File: src/rtl/dcf_frame_sequencer.sv
// DCF77 frame sequencer: plays a 59-bit frame as 100/200 ms amplitude pulses, second 59 as minute marker.
// Optional define DCF_FRAME_PARITY_CHECK_EN rejects offered frames failing the DCF framing/parity rules.
module dcf_frame_sequencer #(
  parameter int unsigned TICKS_PER_SEC = 1300000,
  parameter int unsigned SHORT_TICKS   = 130000,
  parameter int unsigned LONG_TICKS    = 260000
) (
  input  logic        clock,
  input  logic        reset,
  input  logic        enable,
  input  logic [58:0] frame_data,
  input  logic        frame_valid,
  output logic        frame_ready,
  output logic        pulse,
  output logic [5:0]  bit_index,
  output logic        second_tick,
  output logic        minute_start,
  output logic        underrun,
  output logic        frame_error
);

  localparam int unsigned   PW        = $clog2(TICKS_PER_SEC);
  localparam logic [PW-1:0] LAST_TICK = PW'(TICKS_PER_SEC - 1);
  localparam logic [PW-1:0] SHORT_T   = PW'(SHORT_TICKS);
  localparam logic [PW-1:0] LONG_T    = PW'(LONG_TICKS);

  typedef enum logic [1:0] {IDLE, LOAD, RUN, MARK} state_t;

  state_t        state_q, state_d;
  logic [PW-1:0] presc_q, presc_d;
  logic [5:0]    bit_q, bit_d;
  logic [58:0]   active_q, active_d;
  logic [58:0]   pend_q, pend_d;
  logic          pend_vld_q, pend_vld_d;
  logic          underrun_q, underrun_d;
  logic          handshake, frame_ok, accept, last_tick;

`ifdef DCF_FRAME_PARITY_CHECK_EN
  logic frame_error_q;

  assign frame_ok = !frame_data[0] && frame_data[20] && !(^frame_data[28:21]) &&
                    !(^frame_data[35:29]) && !(^frame_data[58:36]);

  always_ff @(posedge clock) begin
    if (reset) frame_error_q <= 1'b0;
    else       frame_error_q <= handshake && !frame_ok;
  end

  assign frame_error = frame_error_q;
`else
  assign frame_ok    = 1'b1;
  assign frame_error = 1'b0;
`endif

  assign frame_ready  = (state_q == LOAD) || ((state_q == MARK) && !pend_vld_q);
  assign handshake    = frame_valid && frame_ready;
  assign accept       = handshake && frame_ok;
  assign last_tick    = (presc_q == LAST_TICK);
  assign pulse        = (state_q == RUN) &&
                        (active_q[bit_q] ? (presc_q < LONG_T) : (presc_q < SHORT_T));
  assign second_tick  = ((state_q == RUN) || (state_q == MARK)) && (presc_q == '0);
  assign minute_start = second_tick && (bit_q == 6'd0);
  assign bit_index    = bit_q;
  assign underrun     = underrun_q;

  always_comb begin
    state_d    = state_q;
    presc_d    = presc_q;
    bit_d      = bit_q;
    active_d   = active_q;
    pend_d     = pend_q;
    pend_vld_d = pend_vld_q;
    underrun_d = 1'b0;
    case (state_q)
      IDLE: begin
        presc_d = '0;
        bit_d   = 6'd0;
        state_d = LOAD;
      end
      LOAD: begin
        if (accept) begin
          active_d = frame_data;
          presc_d  = '0;
          bit_d    = 6'd0;
          state_d  = RUN;
        end
      end
      RUN: begin
        if (last_tick) begin
          presc_d = '0;
          bit_d   = bit_q + 6'd1;
          if (bit_q == 6'd58) state_d = MARK;
        end else begin
          presc_d = presc_q + 1'b1;
        end
      end
      MARK: begin
        if (accept) begin
          pend_d     = frame_data;
          pend_vld_d = 1'b1;
        end
        if (last_tick) begin
          // A frame handshaken on this very cycle goes straight to active.
          presc_d    = '0;
          bit_d      = 6'd0;
          state_d    = RUN;
          pend_vld_d = 1'b0;
          if (pend_vld_q)  active_d   = pend_q;
          else if (accept) active_d   = frame_data;
          else             underrun_d = 1'b1;
        end else begin
          presc_d = presc_q + 1'b1;
        end
      end
      default: state_d = IDLE;
    endcase
    if (!enable) begin
      state_d    = IDLE;
      presc_d    = '0;
      bit_d      = 6'd0;
      pend_vld_d = 1'b0;
      underrun_d = 1'b0;
    end
  end

  always_ff @(posedge clock) begin
    if (reset) begin
      state_q    <= IDLE;
      presc_q    <= '0;
      bit_q      <= 6'd0;
      active_q   <= '0;
      pend_q     <= '0;
      pend_vld_q <= 1'b0;
      underrun_q <= 1'b0;
    end else begin
      state_q    <= state_d;
      presc_q    <= presc_d;
      bit_q      <= bit_d;
      active_q   <= active_d;
      pend_q     <= pend_d;
      pend_vld_q <= pend_vld_d;
      underrun_q <= underrun_d;
    end
  end

endmodule

File: config.mk
export PLATFORM = sky130hd
export DESIGN_NAME = dcf_frame_sequencer
export DESIGN_NICKNAME = d
export VERILOG_FILES = /design/src/rtl/dcf_frame_sequencer.sv
export SDC_FILE = /design/constraint.sdc
export NUM_CORES = 1
export LEC_CHECK = 0
export ABC_AREA = 1
export BUFFER_PORTS_ARGS = -buffer_cell sky130_fd_sc_hd__buf_4
export CORE_ASPECT_RATIO = 1.2
export CORE_MARGIN = 2
export CORE_UTILIZATION = 55
export CTS_CLUSTER_SIZE = 14
export DETAILED_ROUTE_END_ITERATION = 8
export GPL_TIMING_DRIVEN = 0
export PLACE_DENSITY = 0.74
export SYNTH_ARGS = -nofsm -noshare
export SYNTH_HDL_FRONTEND = slang
export SYNTH_SLANG_ARGS = --single-unit
File: constraint.sdc
create_clock -name clock -period 2.12 [get_ports clock]
set_clock_uncertainty 0.1 [all_clocks]
set_input_delay 0 -clock clock [delete_from_list [all_inputs] [get_ports clock]]
set_output_delay 0 -clock clock [all_outputs]
set_load 0.01 [all_outputs]
== Word level (Yosys, flattened, before mapping) ==
Index checks and enable logic that the tools add are counted.

* Add/subtract/negate cells: 2
* Reduce and logical (&&, ||, !) cells: 21
* Bitwise logic cells: 3
* Order comparisons: 3
* Muxes and demuxes: 22
* Equal/unequal tests: 9

{| class="wikitable"
|+ Operator list
! kind !! count
|-
| $mux W59 || 3
|-
| $pmux W59 S2 || 1
|-
| $pmux W21 S3 || 1
|-
| $mux W21 || 2
|-
| $pmux W6 S4 || 1
|-
| $add A21 B1 Y21 const B || 1
|-
| $eq A21 B21 Y1 const B || 1
|-
| $logic_not A21 Y1 || 1
|-
| $lt A21 B17 Y1 const B || 1
|-
| $lt A21 B18 Y1 const B || 1
|-
| $mux W6 || 3
|-
| $mux W2 || 4
|-
| $pmux W2 S4 || 1
|-
| $lt A6 B7 Y1 const B || 1
|-
| $add A6 B1 Y6 const B || 1
|-
| $bmux W1 S6 || 1
|-
| $eq A6 B6 Y1 const B || 1
|-
| $logic_not A6 Y1 || 1
|-
| $ne A2 B2 Y1 const B || 3
|-
| $reduce_and A2 Y1 || 3
|-
| $logic_and A1 B1 Y1 || 5
|-
| $mux W1 || 5
|-
| $reduce_or A5 Y1 || 1
|-
| $eq A2 B2 Y1 const B || 2
|-
| other kinds (10) || 15
|}

* Flip-flop bits (word level): 149
* Bits of input ports: 63
* Logic and storage cells: 67

== Longest topological paths before layout ==
* Depth in word-level cells: 8
* Depth in mapped cells: 16
* Mapped depth without buffers: 15

== Worst setup path after synthesis ==
No wires, ideal clock.

* Path type: register to register
* From: register presc_q[1]
* To: register presc_q[18]
* Path slack: 0.366 ns
* Arrival: 1.540 ns
* Data required time: 1.906 ns
* Cell stages (with the launch flop): 11
* Cells stage by stage: dfxtp_1 ha_1 nand2_1 nor2_2 nand2_1 or2_4 nor2_4 nand4_2 nor2_1 xor2_1 nor2_1

* Word-level cells in the longest chain between the ends: 3
* Elaborated cells between the ends (all ways): 4

{| class="wikitable"
|+ Ends and longest elaborated chain
! element !! RTL line !! RTL
|-
| start: declaration || 30 || <nowiki>logic [PW-1:0] presc_q, presc_d;</nowiki>
|-
| start signal: assignment || 137 || <nowiki>presc_q <= presc_d;</nowiki>
|-
| $add A21 B1 Y21 / $eq A21 B21 Y1 (equally long branches) || 94, 112, 58 ||
|-
| $mux W21 * || 89, 102 ||
|-
| $pmux W21 S3 * || 74 || <nowiki>case (state_q)</nowiki>
|}

Every way passes the cells marked *; elsewhere a longest branch is shown, timed or not.
A chain may end at the register's enable or synchronous reset.

== Worst setup path in the final report ==
* From: register bit_q[2], in the netlist bit_index[2]
* To: output pulse

* Word-level cells in the longest chain between the ends: 4

{| class="wikitable"
|+ Ends and longest elaborated chain
! element !! RTL line !! RTL
|-
| start: declaration || 31 || <nowiki>logic [5:0] bit_q, bit_d;</nowiki>
|-
| start signal: assignment || 138 || <nowiki>bit_q <= bit_d;</nowiki>
|-
| $bmux W1 S6 || 60 || <nowiki>(active_q[bit_q] ? (presc_q < LONG_T) : (presc_q < SHORT_T));</nowiki>
|-
| $mux W1 (not written as such) || 60 ||
|-
| $mux W1 || 60 ||
|-
| $logic_and A1 B1 Y1 || 59 || <nowiki>assign pulse = (state_q == RUN) &&</nowiki>
|-
| end: declaration || 14 || <nowiki>output logic pulse,</nowiki>
|}

Every way passes these cells. The select of a mux whose other input is x is not followed.

==> out/results.txt <==
Status - finished with violations
Failing checks - negative setup slack
Yosys top cell by area - dfxtp_1
Routed wire length - 26.5 mm
Unique masters post-synth - 41
Commonest non-fill, non-tap cell in the layout - nand2_1
Cell count of the worst hold path - 5
Clock buffer depth - 2
Dpl cells - 1411
Worst hold path class - in2reg
Mapped Cells - 1168
CP Cell Sequence - clkbuf_4 > clkinvlp_4 > nand3_1 > nand3_1 > nand2_1 > inv_1 > nand2_1 > nand2_1 > nand2_2 > nor2_2 > nor2_2 > buf_4
Final Setup Violations - 1
Peak VDD IR - 0.598 mV
Die Wd - 113 µm
Row cnt - 47
Antenna violations before repair - 0
WP data required - 2.02 ns
Post-layout net count - 1396
Crit path launch type - flop
WL/cell - 17.5 µm
Initial Util - 56.5%
Ant diodes - 0
Vias in the first global route - 8372
Seq/Total Area, Yosys - 38.2%
Via count - 8892
Area after DPL - 8560 µm²
Comb power frac - 8.4%
Worst Slack Setup Final - -0.172 ns
H-tree depth - 4
Crit-path max cell delay - 0.36 ns
Drt initial violations - 999
# clock sinks - 149
Non-filler cells, final - 1512
Num CTS Buffers - 17
Leakage power - 4.11 nW
Slew HR - 58.5%
Die area - 15200 µm²
Number of top-level pins - 75
Pwr dens - 663 nW/µm²
CTS tree - built
Core Box Area - 13800 µm²
Sequential power share - 42.2%
Total track usage - 34.4%
Internal power - 5.08 mW
CTS root buffer - clkbuf_16
Drt via density - 5.88
Number of remaining DRC errors - 0
Clk pwr share - 49.4%
Chip Height - 135 µm
Synth top area cells - dfxtp_1, nand2_1, nor2_1
Crit Path Max Fanout - 10
Final hold viol count - 0
1st-pass router iterations - 6
Fmax achieved - 0.436 GHz
Fillers - 1168
R2R cell count - 8
Layout cells sized above 1 - 15.4%
Port bufs - 72
Grt total ovfl - 0
Most frequent cells in the layout - nand2_1, nor2_1, dfxtp_1
Crit path DAT - 2.19 ns
Crit Path Category - reg2out
Max-cap viol count - 0
Fin crit share - 108%
Tot Pwr - 6.71 mW
GPL Wtd Cong - 1.00
Routed Antenna Nets - 0
Setup TNS - -0.172 ns
Most frequent CP cell - nand2_1
Slowest CP cell - dfxtp_1
Synthesized net count - 1236
Period minus WS final - 2.29 ns
Unrepaired setup endpoints after global routing - true
Post-route cell area - 10100 µm²
Clk slew on worst S/H paths - 0.06 ns
Area grow syn2layout - 29.6%
Top-area cell type share of the netlist area - 38.2%
CP endpoint kind - output port
Worst-margin pin slew - 0.622 ns
Pins Over Slew Limit - 0
Syn_area_per_cell - 6.68 µm²
Detailed Place HPWL - 17.7 mm
Number of synthesized register bits - 149
Global-route wire length before repair - 41.7 mm
Largest net degree at the start of global routing - 17
Sw Share - 24.3%
Later-pin clock latency in the skew report - 0.44 ns
Synth Warn # - 0
Psw - 1.63 mW
Post-Synthesis Cell Area - 7810 µm²
-- cell usage after synthesis --
master / instances
nor2_2: 3
buf_2: 20
inv_2: 5
and3_1: 1
nand2_1: 310
or2_2: 1
buf_1: 2
o21ai_0: 72
clkbuf_2: 1
nor2_1: 154
nor3_1: 14
nand4_1: 12
buf_6: 8
nand3_1: 114
xor2_1: 5
dfxtp_1: 149
o211ai_1: 11
a21oi_2: 1
clkbuf_1: 53
or2_1: 1
nor4_1: 7
a22oi_1: 1
nor3b_1: 1
o21ai_1: 2
inv_1: 50
a221oi_1: 1
or2_4: 1
clkinv_1: 2
o22ai_1: 1
o21a_1: 1
nand2_2: 2
nor3_4: 1
nand4_2: 1
nor2_4: 1
buf_4: 3
nand3b_1: 1
ha_1: 5
conb_1: 1
o2111ai_1: 58
a21oi_1: 89
o31ai_1: 2
-- cells by family after synthesis --
| group | synth area share (%) |
|---|---|
| AO/OA/AOI/OAI | 18.7 |
| XOR/XNOR | 0.561 |
| adder cells (fa/ha/maj) | 0.801 |
| buffers and inverters | 8.17 |
| flip-flops | 38.2 |
| other | 0.0480 |
| AND/OR/NAND/NOR | 33.5 |
-- state kept, by name, indices dropped and copies added (netlist names) --
name,flops
bit_index,6
state_q,2
pend_vld_q,1
presc_q,21
active_q,59
underrun,1
pend_q,59
-- cell type report --
cell class | count | area [µm²] | share of cell area (%)
clock buffers | 18 | 439 | 4.34
plain buffers | 87 | 520 | 5.14
repair buffers | 141 | 1240 | 12.2
flip-flops and latches | 149 | 2990 | 29.6
clock inverters | 14 | 198 | 1.95
inverters | 57 | 235 | 2.32
multi-input cells | 875 | 4290 | 42.4
well taps | 171 | 214 | 2.11
-- through the flow --
step           hold slack (ns)  util (%)  worst slack, ns
4_1_cts                 0.0323      72.3           -0.118
5_1_grt                 0.0561      73.2           -0.294
3_3_place_gp             0.130      61.9           -0.252
2_1_floorplan           0.0349         -            0.366
6_report                0.0278      73.2           -0.172
3_5_place_dp             0.136      61.9           -0.299
-- critical path, delay by kind of cell (launching register included) --
kind | cells | cell delay [ns]
DFF | 1 | 0.36
and+or+nand+nor | 8 | 0.76
buffers and inverters | 4 | 0.64
-- what timing repair did --
action / CTS / global route
endpoints found under the setup margin: 112 / 133
hold buffers: 60 / 0
gates resized for setup: 48 / 45
buffers inserted: 5 / 3
endpoints found under the hold margin: 127 / 0
pin swaps: 3 / 6
gates cloned: 1 / 0
-- worst paths after layout --
path / slack [ns] / startpoint / end
max: -0.17 / bit_index[2] / pulse
min: 0.03 / enable / presc_q[9]
max reg2reg: 0.07 / state_q[1] / active_q[42]
min reg2reg: 0.37 / active_q[10] / active_q[10]
-- layer usage --
| layer | wire [µm] | up-vias | global-route usage [%] | share of wire, % |
|---|---|---|---|---|
| li1 | - | 4281 | - | - |
| met1 | 10500 | 4136 | 41.0 | 40 |
| met2 | 13200 | 395 | 60.0 | 50 |
| met3 | 1860 | 80 | 6.28 | 7.0 |
| met4 | 926 | 0 | 15.9 | 3.5 |
| met5 | 0 | - | 0 | 0 |
-- power groups by stage --
stage / combinational, mW / clock, mW / sequential, mW
finish: 0.566 / 3.32 / 2.83
detailed placement: 0.435 / 0 / 2.89
global route: 0.603 / 3.41 / 2.83
CTS: 0.544 / 3.33 / 2.83
global placement: 0.433 / 0 / 2.89
floorplan: 0.228 / 0 / 2.89
Power figures use the tool's default switching activity.
